## config.mk

```make
export PLATFORM = sky130hd
export DESIGN_NAME = piso_rr_sched
export DESIGN_NICKNAME = d
export VERILOG_FILES = /design/src/rtl/piso_pkg.sv /design/src/rtl/piso_rr_sched_rr_arbiter.sv /design/src/rtl/piso_rr_sched.sv
export SDC_FILE = /design/constraint.sdc
export NUM_CORES = 1
export LEC_CHECK = 0
export ABC_AREA = 0
export CORE_ASPECT_RATIO = 0.9
export CORE_MARGIN = 5
export CORE_UTILIZATION = 48
export DETAILED_ROUTE_END_ITERATION = 8
export HOLD_SLACK_MARGIN = 0.12
export PLACE_DENSITY = 0.89
export SLEW_MARGIN = 20
export SYNTH_ARGS = -nofsm -noshare
export SYNTH_HDL_FRONTEND = slang
export SYNTH_SLANG_ARGS = --single-unit
```

## constraint.sdc

```tcl
create_clock -name clk -period 3.8 [get_ports clk]
set_input_delay 0.57 -clock clk [delete_from_list [all_inputs] [get_ports clk]]
set_output_delay 0.57 -clock clk [all_outputs]
set_load 0.03 [all_outputs]
```

## src/rtl/piso_pkg.sv

```systemverilog
// Shared types and helpers for the round-robin PISO scheduler.
package piso_pkg;

   typedef enum logic [1:0] {
      ST_IDLE  = 2'd0,
      ST_LOAD  = 2'd1,
      ST_SHIFT = 2'd2
   } state_t;

   localparam logic CTRL_LOAD  = 1'b0;
   localparam logic CTRL_SHIFT = 1'b1;

   function automatic int clog2(input int v);
      int r;
      r = 0;
      for (int i = 0; i < 31; i++)
         if ((1 << i) < v) r = i + 1;
      return r;
   endfunction

   function automatic int max1(input int v);
      return (v < 1) ? 1 : v;
   endfunction

endpackage

```

## src/rtl/piso_rr_sched_rr_arbiter.sv

```systemverilog
// Combinational round-robin arbiter: first asserted request at or after ptr.
module rr_arbiter #(
   parameter int NREQ = 4,
   parameter int IDW  = 2
) (
   input  logic [NREQ-1:0] req,
   input  logic [IDW-1:0]  ptr,
   output logic [NREQ-1:0] grant,
   output logic [IDW-1:0]  grant_idx,
   output logic            any
);

   int idx;

   always_comb begin
      grant     = '0;
      grant_idx = '0;
      any       = 1'b0;
      idx       = 0;
      for (int i = 0; i < NREQ; i++) begin
         idx = int'(ptr) + i;
         if (idx >= NREQ) idx = idx - NREQ;
         if (!any && req[idx]) begin
            any        = 1'b1;
            grant[idx] = 1'b1;
            grant_idx  = IDW'(idx);
         end
      end
   end

endmodule

```

## src/rtl/piso_rr_sched.sv

```systemverilog
// Round-robin scheduler feeding one shared PISO; frames its serial output
// with valid/first/last/id sideband aligned to the PISO's registered bit.
module piso_rr_sched
   import piso_pkg::*;
#(
   parameter  int W    = 8,
   parameter  int NREQ = 4,
   localparam int IDW  = max1(clog2(NREQ)),
   localparam int CW   = max1(clog2(W))
) (
   input  logic              clk,
   input  logic              rst,
   input  logic [NREQ-1:0]   req_valid,
   input  logic [NREQ*W-1:0] req_data,
   output logic [NREQ-1:0]   req_ready,
   output logic              piso_control,
   output logic [W-1:0]      piso_in,
   input  logic              piso_out,
   output logic              ser_data,
   output logic              ser_valid,
   output logic              ser_first,
   output logic              ser_last,
   output logic [IDW-1:0]    ser_id,
   output logic              busy
);

   state_t          state_q, state_d;
   logic [IDW-1:0]  rr_ptr_q, rr_ptr_d;
   logic [IDW-1:0]  id_q, id_d;
   logic [IDW-1:0]  ser_id_q, ser_id_d;
   logic [CW-1:0]   bit_cnt_q, bit_cnt_d;
   logic [W-1:0]    hold_q, hold_d;
   logic            ser_valid_q, ser_valid_d;
   logic            ser_first_q, ser_first_d;
   logic            ser_last_q, ser_last_d;

   logic [NREQ-1:0] grant;
   logic [IDW-1:0]  grant_idx;
   logic            any;
   logic [W-1:0]    sel_data;
   logic            last_bit;

   rr_arbiter #(.NREQ(NREQ), .IDW(IDW)) u_arb (
      .req       (req_valid),
      .ptr       (rr_ptr_q),
      .grant     (grant),
      .grant_idx (grant_idx),
      .any       (any)
   );

   assign last_bit = (bit_cnt_q == CW'(W - 1));

   // grant is one-hot, so an AND-OR mux picks the winning word
   always_comb begin
      sel_data = '0;
      for (int i = 0; i < NREQ; i++)
         sel_data = sel_data | ({W{grant[i]}} & req_data[i*W +: W]);
   end

   always_comb begin
      state_d   = state_q;
      rr_ptr_d  = rr_ptr_q;
      id_d      = id_q;
      hold_d    = hold_q;
      bit_cnt_d = bit_cnt_q;
      case (state_q)
         ST_IDLE: begin
            if (any) begin
               hold_d   = sel_data;
               id_d     = grant_idx;
               rr_ptr_d = (grant_idx == IDW'(NREQ - 1)) ? '0 : grant_idx + 1'b1;
               state_d  = ST_LOAD;
            end
         end
         ST_LOAD: begin
            bit_cnt_d = '0;
            state_d   = ST_SHIFT;
         end
         ST_SHIFT: begin
            bit_cnt_d = bit_cnt_q + 1'b1;
            if (last_bit) state_d = ST_IDLE;
         end
         default: state_d = ST_IDLE;
      endcase

      // PISO presents the shifted bit one cycle later, so framing lags SHIFT by one
      ser_valid_d = (state_q == ST_SHIFT);
      ser_first_d = (state_q == ST_SHIFT) && (bit_cnt_q == '0);
      ser_last_d  = (state_q == ST_SHIFT) && last_bit;
      ser_id_d    = (state_q == ST_SHIFT) ? id_q : ser_id_q;
   end

   always_ff @(posedge clk or posedge rst) begin
      if (rst) begin
         state_q     <= ST_IDLE;
         rr_ptr_q    <= '0;
         id_q        <= '0;
         hold_q      <= '0;
         bit_cnt_q   <= '0;
         ser_valid_q <= 1'b0;
         ser_first_q <= 1'b0;
         ser_last_q  <= 1'b0;
         ser_id_q    <= '0;
      end else begin
         state_q     <= state_d;
         rr_ptr_q    <= rr_ptr_d;
         id_q        <= id_d;
         hold_q      <= hold_d;
         bit_cnt_q   <= bit_cnt_d;
         ser_valid_q <= ser_valid_d;
         ser_first_q <= ser_first_d;
         ser_last_q  <= ser_last_d;
         ser_id_q    <= ser_id_d;
      end
   end

   assign req_ready    = (state_q == ST_IDLE && !rst) ? grant : '0;
   assign piso_control = (state_q == ST_SHIFT) ? CTRL_SHIFT : CTRL_LOAD;
   assign piso_in      = (state_q == ST_IDLE) ? '0 : hold_q;
   assign busy         = (state_q != ST_IDLE);
   assign ser_data     = piso_out;
   assign ser_valid    = ser_valid_q;
   assign ser_first    = ser_first_q;
   assign ser_last     = ser_last_q;
   assign ser_id       = ser_id_q;

endmodule

```

* Yosys cells after proc, flatten, opt, wreduce, memory -nomap -nowiden
Index checks and enable logic that the tools add are counted.
** Word-level totals
- Output and inout bits :: 20
- Input port bits :: 39
- Register bits after elaboration :: 22
- Logic and storage cells :: 110
** Cells by class
- Bitwise logic cells :: 10
- Reductions and logical operators :: 20
- Magnitude comparators :: 12
- Equality and inequality tests :: 6
- Mux-type cells :: 44
- $add $sub $neg :: 9
** Operators with widths (number)
- $ge A32 B1 Y1 const B :: 4
- $lt A32 B4 Y1 const B :: 4
- $mux W32 :: 4
- $ge A32 B4 Y1 const B :: 3
- $sub A32 B4 Y32 const B :: 3
- $and A8 B8 Y8 :: 4
- $or A8 B8 Y8 :: 3
- $mux W4 :: 5
- $mux W1 :: 17
- $mux W2 :: 7
- $or A4 B4 Y4 :: 3
- $logic_and A1 B1 Y1 :: 10
- $bmux W1 S2 :: 4
- $demux W1 S2 :: 4
- $mux W8 :: 1
- $add A2 B2 Y3 const B :: 2
- $pmux W2 S3 :: 1
- $pmux W3 S2 :: 1
- $eq A2 B2 Y1 const B :: 2
- $logic_not A1 Y1 :: 4
- $reduce_and A2 Y1 :: 2
- $reduce_bool A2 Y1 :: 2
- $sub A2 B3 Y4 const B :: 1
- $add A2 B1 Y3 const B :: 1
- 9 further kinds :: 9

* Depth between registers and ports, before layout
Gate-level depths: netlist (run 1).
- Word-level depth :: 19
- Gate-level depth with buffers :: 11
- Mapped depth without buffers :: 8

* By module
A second synthesis (run 1) with hierarchy kept.
** Second synthesis, totals
- Cells, all modules :: 158
- Area, all modules :: 1699.1 um^2
** By module, submodules not included
- piso_rr_sched :: area each 1239.9 um^2, cells an instance 110, instances 1, sequential area each 550.5 um^2
- rr_arbiter :: area each 459.2 um^2, cells an instance 48, instances 1, sequential area each 0.0 um^2

* Worst setup path after synthesis (run 1)
OpenSTA, ideal clock, no wires.
- Kind :: reg-to-output
- Start :: reg rr_ptr_q[1]
- End :: out req_ready[3]
- Arrival time :: 2837 ps
- Cell stages (with the launch flop) :: 11
- Setup slack :: 393 ps
- Data required time :: 3230 ps
- Buffers on the path :: 3
- Cells stage by stage :: dfrtp_1 clkbuf_1 inv_1 ha_1 buf_2 mux2_2 mux2i_4 a31oi_1 o311a_1 buf_4 nor2_1
** Between the ends
- Longest elaborated chain between the ends :: 16
- Elaborated cells on any way between the ends :: 64
- Those cells by class :: add/sub: 7; order compare: 12; mux: 32; bitwise: 3; reduce/logical: 10
** RTL lines
- start: declaration :: line piso_rr_sched.sv:28 : logic [IDW-1:0] rr_ptr_q, rr_ptr_d;
- start signal: assignment :: line piso_rr_sched.sv:106 : rr_ptr_q <= rr_ptr_d;
- branches (longest 14 deep; another with $sub A32 B4 Y32)
- $mux W4 (*) :: line piso_rr_sched_rr_arbiter.sv:23 : if (!any && req[idx]) begin
- $mux W4 (*) :: line piso_rr_sched.sv:117 : assign req_ready = (state_q == ST_IDLE && !rst) ? grant : '0;
- end: declaration :: line piso_rr_sched.sv:15 : output logic [NREQ-1:0] req_ready,
Mark *: on every way between the ends. The select of a mux whose other input is x is not followed.

==> results.txt, run 1 <==
----------------------------------------------------
[Run status]
  Result of the run ... complete, no violations

[Synthesis]
  Count of unique library cells instantiated by Yosys ... 46
  Share of synthesized area occupied by flip-flops and latches ... 27.0%
  Dominant cells by area after synthesis ... sky130_fd_sc_hd__dfrtp_1 (27%), sky130_fd_sc_hd__ha_1 (6.1%), sky130_fd_sc_hd__o21ai_0 (6.1%)
  Area share of fa/ha/maj cells after synthesis ... 6.13%
  Post-Synthesis Net Count ... 295
  Fraction of registers with async set/reset ... 100%
  Simple-gate portion of the synthesized area ... 19.7%
  Largest family of logic cells by synthesized area ... compound AO/OA/AOI/OAI gates
  Share of cell area taken by muxes after synthesis ... 9.57%
  Post-synthesis instance area ... 2040 um2
  Yosys warning total ... 0
  Compound-Gate Fraction of Synth Area ... 29.5%
  Portion of synthesized cell area occupied by the leading cell type ... 27.0%
  Mapped Avg Cell Area ... 8.29 um2
  Library cell with the largest summed area after synthesis ... sky130_fd_sc_hd__dfrtp_1
  Instance count of the mapped netlist ... 246
  Post-synthesis xor/xnor area fraction ... 0.429%
  EDFF count, synth ... 0
  Post-synthesis register bit count ... 22
  Main synth FF type ... sky130_fd_sc_hd__dfrtp_1

[Clock network]
  Clk sink count ... 22
  Number of H-tree levels ... 1
  Buffer cell driving the clock tree root ... sky130_fd_sc_hd__clkbuf_8
  Clock buffer count from CTS ... 3
  Buffers inserted by post-CTS timing repair ... 0
  Clock Pin Slew Worst Setup and Hold Paths ... 80 ps
  Clock tree buffer depth ... 2
  Source-to-sink clock delay at the later pin of the worst-skew pair ... 260 ps
  Post_cts resized ... 0
  Total of hold buffers inserted after clock tree synthesis ... 0
  TritonCTS clock tree ... done

[Drt]
  Met2 layer wire length in the routed design ... 2.64 mm
  Drt total wl ... 5.55 mm
  Via count of the routed design ... 2,100
  Antenna viol nets, final ... 0
  Total met3 wirelength after detailed routing ... 420 um
  Met1 Wirelength ... 2.47 mm
  Detail-routed via count per cell ... 6.03
  First-iteration detailed-routing DRC count ... 124
  Highest metal layer with signal wires ... met4
  Detailed-routing iteration count for the pre-antenna-repair pass ... 5
  Drc violations ... 0
  Mean routed wirelength per cell ... 16.0 um

[Critical path]
  Maximum fanout count along the critical path ... 11
  RR Endpoint ... hold_q[2]
  R2R cell count ... 9
  Critical path arrival ... 3030 ps
  Req. time, crit path ... 3230 ps
  Startpoint types ... register
  Category of the critical setup timing path ... reg2out
  Reg-to-reg setup timing slack ... 980 ps
  Crit path to ... req_ready[1]
  Crit. End Element ... output pin

[Die]
  Core Rows ... 22
  Core Footprint ... 4100 um2
  Full die area ... 5650 um2
  Die outline width ... 78.7 um
  I/O Pins ... 59
  Die boundary height ... 71.8 um
  Effective utilization at floorplan ... 49.7%

[STA]
  Transition at the pin with the smallest max-transition slack ... 587 ps
  Highest Clock Rate ... 278 MHz
  Final worst path period need ... 3600 ps
  Setup TNS ... 0 ps
  Final Slew Violations ... 0
  Setup-violating endpoint count in the final report ... 0
  Final hold vios ... 0
  Worst max-slew margin expressed relative to the limit ... 60.5%
  Skew final ... 3.30 ps
  Setup repair after global routing missed its margin ... false
  Hold_ws ... 506 ps
  Post-route fraction of the period consumed by the critical path ... 94.6%

[Placement]
  Port-buffer cells ... 56
  Total half-perimeter wirelength after legalization and detailed placement ... 4.17 mm
  Cell area after placement ... 2650 um2
  Last weighted congestion value of the routability-driven placer ... 0.876

[Layout]
  Ratio of cells with drive above 1 in the final layout ... 12.3%
  Filler Cell Count ... 337
  Final design instance area without fill ... 2710 um2
  Final Net Count ... 350
  Layout Area Growth over Synthesis ... 32.9%
  Number of diodes ... 0
  Final Core Density ... 66.1%

[GRT]
  Total routing usage reported by global routing ... 19.6%
  Pin count of the biggest net entering global routing ... 30
  Antenna violations before repair ... 0
  Via count of the first global-routing pass ... 2,030
  First-pass GRT wire length ... 9.29 mm
  Residual overflow from global routing ... 0

[Pwr]
  Static leakage ... 1.13 nW
  VDD IR max ... 0.000597 V
  Power Density ... 909 nW/um2

[Worst hold path]
  Worst min-delay path startpoint ... ser_id[0]
  Worst Hold Class ... reg2reg

[Run]
  Number of violations of the max-capacitance limit ... 0

----------------------------------------------------
-- area by class of cell --
cell class	instances	area [um2]	area share, %
multi-input combinational	191	1340	49.2
timing repair buffer	69	658	24.3
sequential	22	551	20.3
tap	48	60.1	2.22
clock buffer	4	55.1	2.03
inverter	14	52.6	1.94
-- flip-flops by register name, summed over array words and instances, names as in the netlist, 2 cells and up, named ones only --
name,cells
state_q,2
id_q,2
hold_q,8
ser_id,2
bit_cnt_q,3
-- cells by family after synthesis --
kind of cell	after synthesis
AO/OA/AOI/OAI	88
flip-flops	22
buffers and inverters	33
XOR/XNOR	1
adder cells (fa/ha/maj)	10
multiplexers	15
AND/OR/NAND/NOR	77
-- Yosys cell counts, types with 3 or more instances --
master / n
sky130_fd_sc_hd__a21oi_1: 8
sky130_fd_sc_hd__mux2_2: 6
sky130_fd_sc_hd__nand3b_1: 3
sky130_fd_sc_hd__mux2i_1: 6
sky130_fd_sc_hd__o22ai_1: 18
sky130_fd_sc_hd__nand2_1: 25
sky130_fd_sc_hd__nand2b_1: 5
sky130_fd_sc_hd__a22oi_1: 9
sky130_fd_sc_hd__inv_1: 14
sky130_fd_sc_hd__ha_1: 10
sky130_fd_sc_hd__nor2_1: 16
sky130_fd_sc_hd__a211oi_1: 8
sky130_fd_sc_hd__o21a_1: 4
sky130_fd_sc_hd__clkbuf_1: 9
sky130_fd_sc_hd__buf_2: 5
sky130_fd_sc_hd__dfrtp_1: 22
sky130_fd_sc_hd__buf_4: 3
sky130_fd_sc_hd__nand3_1: 3
sky130_fd_sc_hd__o21ai_0: 25
sky130_fd_sc_hd__nor2b_1: 11
-- worst max-delay path, cell delays in order, from the launching register on --
cell and delay (ps):
sky130_fd_sc_hd__dfrtp_1 390, sky130_fd_sc_hd__inv_1 230, sky130_fd_sc_hd__ha_2 410, sky130_fd_sc_hd__or4_4 560, sky130_fd_sc_hd__nor3b_2 230, sky130_fd_sc_hd__nor3_2 80, sky130_fd_sc_hd__buf_4 180, sky130_fd_sc_hd__o211ai_4 310
sky130_fd_sc_hd__nor2b_1 190, sky130_fd_sc_hd__buf_4 180
-- report_power, final --
group	total [mW]	internal (mW)	switching, mW
Combinational	1.90	0.801	1.10
Sequential	0.396	0.340	0.0560
Clock	0.166	0.0923	0.0741
-- worst min-delay path by stage --
stage	cells past startpoint	to
after floorplan	1	id_q[0]
final	1	ser_id[0]
after CTS	1	ser_id[0]
after detailed placement	1	ser_id[0]
after global routing	1	id_q[0]
after global placement	1	id_q[0]
-- stage by stage --
stage	std cells	setup WS [ps]	power, mW
floorplan	246	393	1.75
global placement	344	264	2.24
detailed placement	344	216	2.28
CTS	348	84.2	2.45
global route	348	34.4	2.64
finish	348	203	2.47
-- routing by layer --
layer  vias to the layer above  global-route usage, %
met3                         4                   3.89
met2                        88                   31.5
met1                      1000                   27.9
li1                       1008                      -
met4                         0                   2.72
met5                         -                      0
-- cell usage in the layout (no fill, tap or decap), types with 8 or more instances in the layout --
cell type / n
sky130_fd_sc_hd__buf_4: 15
sky130_fd_sc_hd__a211oi_1: 8
sky130_fd_sc_hd__ha_1: 9
sky130_fd_sc_hd__o21ai_0: 25
sky130_fd_sc_hd__dfrtp_1: 22
sky130_fd_sc_hd__nand2_1: 25
sky130_fd_sc_hd__nor2_1: 16
sky130_fd_sc_hd__a22oi_1: 9
sky130_fd_sc_hd__a21oi_1: 8
sky130_fd_sc_hd__o22ai_1: 18
sky130_fd_sc_hd__inv_1: 14
sky130_fd_sc_hd__nor2b_1: 11
sky130_fd_sc_hd__clkdlybuf4s50_1: 52
No activity file was read; power rests on OpenSTA's default activity.
==> run 2: changes to the inputs <==
- GPL_TIMING_DRIVEN: default -> 0
- HOLD_SLACK_MARGIN: 0.12 -> 0.05
==> results.txt, run 2 (synthesis gave the netlist of run 1 again) <==
----------------------------------------------------
[Run status]
  Result of the run ... complete, no violations (unchanged)

[GRT]
  Antenna violations before repair ... 0 (unchanged)
  Pin count of the biggest net entering global routing ... 24 (was 30)
  Residual overflow from global routing ... 0 (unchanged)
  Via count of the first global-routing pass ... 1,973 (was 2,030)
  Total routing usage reported by global routing ... 20.1% (was 19.6%)
  First-pass GRT wire length ... 9.45 mm (was 9.29 mm)

[Placement]
  Cell area after placement ... 2670 um2 (was 2650 um2)
  Last weighted congestion value of the routability-driven placer ... 0.935 (was 0.876)
  Port-buffer cells ... 57 (was 56)
  Total half-perimeter wirelength after legalization and detailed placement ... 4.36 mm (was 4.17 mm)
  Minimum setup slack after placement ... -400 ps (was 216 ps)

[Drt]
  Detailed-routing iteration count for the pre-antenna-repair pass ... 4 (was 5)
  First-iteration detailed-routing DRC count ... 134 (was 124)
  Via count of the routed design ... 2,147 (was 2,100)
  Antenna viol nets, final ... 0 (unchanged)
  Mean routed wirelength per cell ... 16.0 um (about the same)
  Drt total wl ... 5.78 mm (was 5.55 mm)
  Detail-routed via count per cell ... 5.95 (was 6.03)
  Drc violations ... 0 (unchanged)

[Critical path]
  Req. time, crit path ... 3230 ps (about the same)
  Crit. End Element ... output pin (unchanged)
  Category of the critical setup timing path ... reg2out (unchanged)
  Critical path arrival ... 3100 ps (was 3030 ps)
  R2R cell count ... 10 (was 9)
  Startpoint types ... register (unchanged)
  Maximum fanout count along the critical path ... 10 (was 11)

[Layout]
  Ratio of cells with drive above 1 in the final layout ... 13.4% (was 12.3%)
  Flip-flop count of the largest register after layout ... 8 (unchanged)
  Final design instance area without fill ... 2780 um2 (was 2710 um2)
  Registers with the most flip-flops ... hold_q (8), bit_cnt_q (3) (unchanged)
  Final Net Count ... 364 (was 350)
  Reg with most FFs ... hold_q (unchanged)
  Multi-input gate area ... 1350 um2 (was 1340 um2)
  Filler Cell Count ... 321 (was 337)
  Number of diodes ... 0 (unchanged)
  Sequential cell area ... 552 um2 (was 551 um2)
  Layout Area Growth over Synthesis ... 36.4% (was 32.9%)
  Most frequent cells in the layout ... sky130_fd_sc_hd__clkdlybuf4s50_1 (53), sky130_fd_sc_hd__nand2_1 (25), sky130_fd_sc_hd__o21ai_0 (24) (was sky130_fd_sc_hd__clkdlybuf4s50_1 (52), sky130_fd_sc_hd__nand2_1 (25), sky130_fd_sc_hd__o21ai_0 (25))
  Most common library cell in the layout ignoring fill and taps ... sky130_fd_sc_hd__clkdlybuf4s50_1 (unchanged)

[STA]
  Transition at the pin with the smallest max-transition slack ... 832 ps (was 587 ps)
  Setup-violating endpoint count in the final report ... 0 (unchanged)
  Final hold vios ... 0 (unchanged)
  Final worst path period need ... 3670 ps (was 3600 ps)
  Highest Clock Rate ... 272 MHz (was 278 MHz)
  Final Slew Violations ... 0 (unchanged)
  Post-route fraction of the period consumed by the critical path ... 96.7% (was 94.6%)
  Final worst setup slack ... 127 ps (was 203 ps)
  Worst max-slew margin expressed relative to the limit ... 44.5% (was 60.5%)
  Skew final ... 3.58 ps (was 3.30 ps)

[Clock network]
  Buffer cell driving the clock tree root ... sky130_fd_sc_hd__clkbuf_8 (unchanged)
  Source-to-sink clock delay at the later pin of the worst-skew pair ... 260 ps (about the same)
  Clk sink count ... 22 (unchanged)
  Number of H-tree levels ... 1 (unchanged)
  Total of hold buffers inserted after clock tree synthesis ... 0 (unchanged)
  Clock tree buffer depth ... 2 (unchanged)
  Clock buffer count from CTS ... 3 (unchanged)
  TritonCTS clock tree ... done (unchanged)
  Clock Pin Slew Worst Setup and Hold Paths ... 70 ps (was 80 ps)

[Die]
  Die outline width ... 78.7 um (unchanged)
  Die boundary height ... 71.8 um (unchanged)
  Effective utilization at floorplan ... 49.7% (unchanged)
  I/O Pins ... 59 (unchanged)
  Core Rows ... 22 (unchanged)
  Core Footprint ... 4100 um2 (unchanged)
  Full die area ... 5650 um2 (unchanged)

[Worst hold path]
  Worst Hold Class ... reg2reg (unchanged)
  Number of cells on the worst hold path ... 1 (unchanged)

[Pwr]
  Power Density ... 909 nW/um2 (about the same)
  Static leakage ... 1.13 nW (about the same)
  VDD IR max ... 0.000583 V (was 0.000597 V)

[Run]
  Number of violations of the max-capacitance limit ... 0 (unchanged)

----------------------------------------------------
==> run 2: per-layer routing <==
layer	part of all wire (%)	GRT usage, %
met1	43	28.2
met2	47	32.3
met3	9.8	4.77
met4	0.81	2.52
met5	0	0
==> run 2: layout make-up <==
cell class / instances / area share (%)
timing repair buffer: 65 / 22.4
clock buffer: 3 / 1.48
buffer: 18 / 3.69
tap: 48 / 2.16
inverter: 14 / 2.02
multi-input combinational: 191 / 48.4
sequential: 22 / 19.8
==> run 2: stage by stage <==
| step | setup TNS, ps | utilization [%] | total power, mW | hold WS (ps) | cells |
|---|---|---|---|---|---|
| finish | 0 | 67.8 | 2.53 | 517 | 361 |
| detailed placement | -634 | 65.1 | 2.27 | 514 | 351 |
| global placement | -646 | 65.1 | 2.22 | 472 | 351 |
| floorplan | 0 | - | 1.75 | 459 | 246 |
| global route | -34.3 | 67.8 | 2.72 | 536 | 361 |
| CTS | 0 | 66.4 | 2.44 | 528 | 353 |
==> run 2: critical path: stages, from the launching register on <==
cell and delay [ps]:
sky130_fd_sc_hd__dfrtp_1 370, sky130_fd_sc_hd__buf_6 150, sky130_fd_sc_hd__clkinvlp_4 170, sky130_fd_sc_hd__ha_4 290, sky130_fd_sc_hd__or3b_2 470, sky130_fd_sc_hd__a211oi_1 310
sky130_fd_sc_hd__nor3_2 170, sky130_fd_sc_hd__o211ai_4 340, sky130_fd_sc_hd__nor2b_1 190, sky130_fd_sc_hd__clkdlybuf4s15_1 380
==> run 2: worst paths after layout <==
check                          from            to  slack (ps)
max                        register  req_ready[1]         130
min                         id_q[1]     ser_id[1]         520
min reg2reg                 id_q[1]     ser_id[1]         520
min in group asynchronous       rst  bit_cnt_q[1]         770
max reg2reg                register     hold_q[1]         900
max in group asynchronous       rst   rr_ptr_q[1]        2450
==> run 2: what timing repair did <==
item	4_1_cts	5_1_grt
resized for setup	11	4
buffers inserted	0	8
endpoints found under the setup margin	4	2
==> run 2: power breakdown <==
part           switching, mW  total [mW]  internal (mW)
Sequential            0.0687       0.410          0.342
Clock                 0.0689       0.140         0.0706
Combinational           1.13        1.98          0.848
Total                   1.27        2.53           1.26
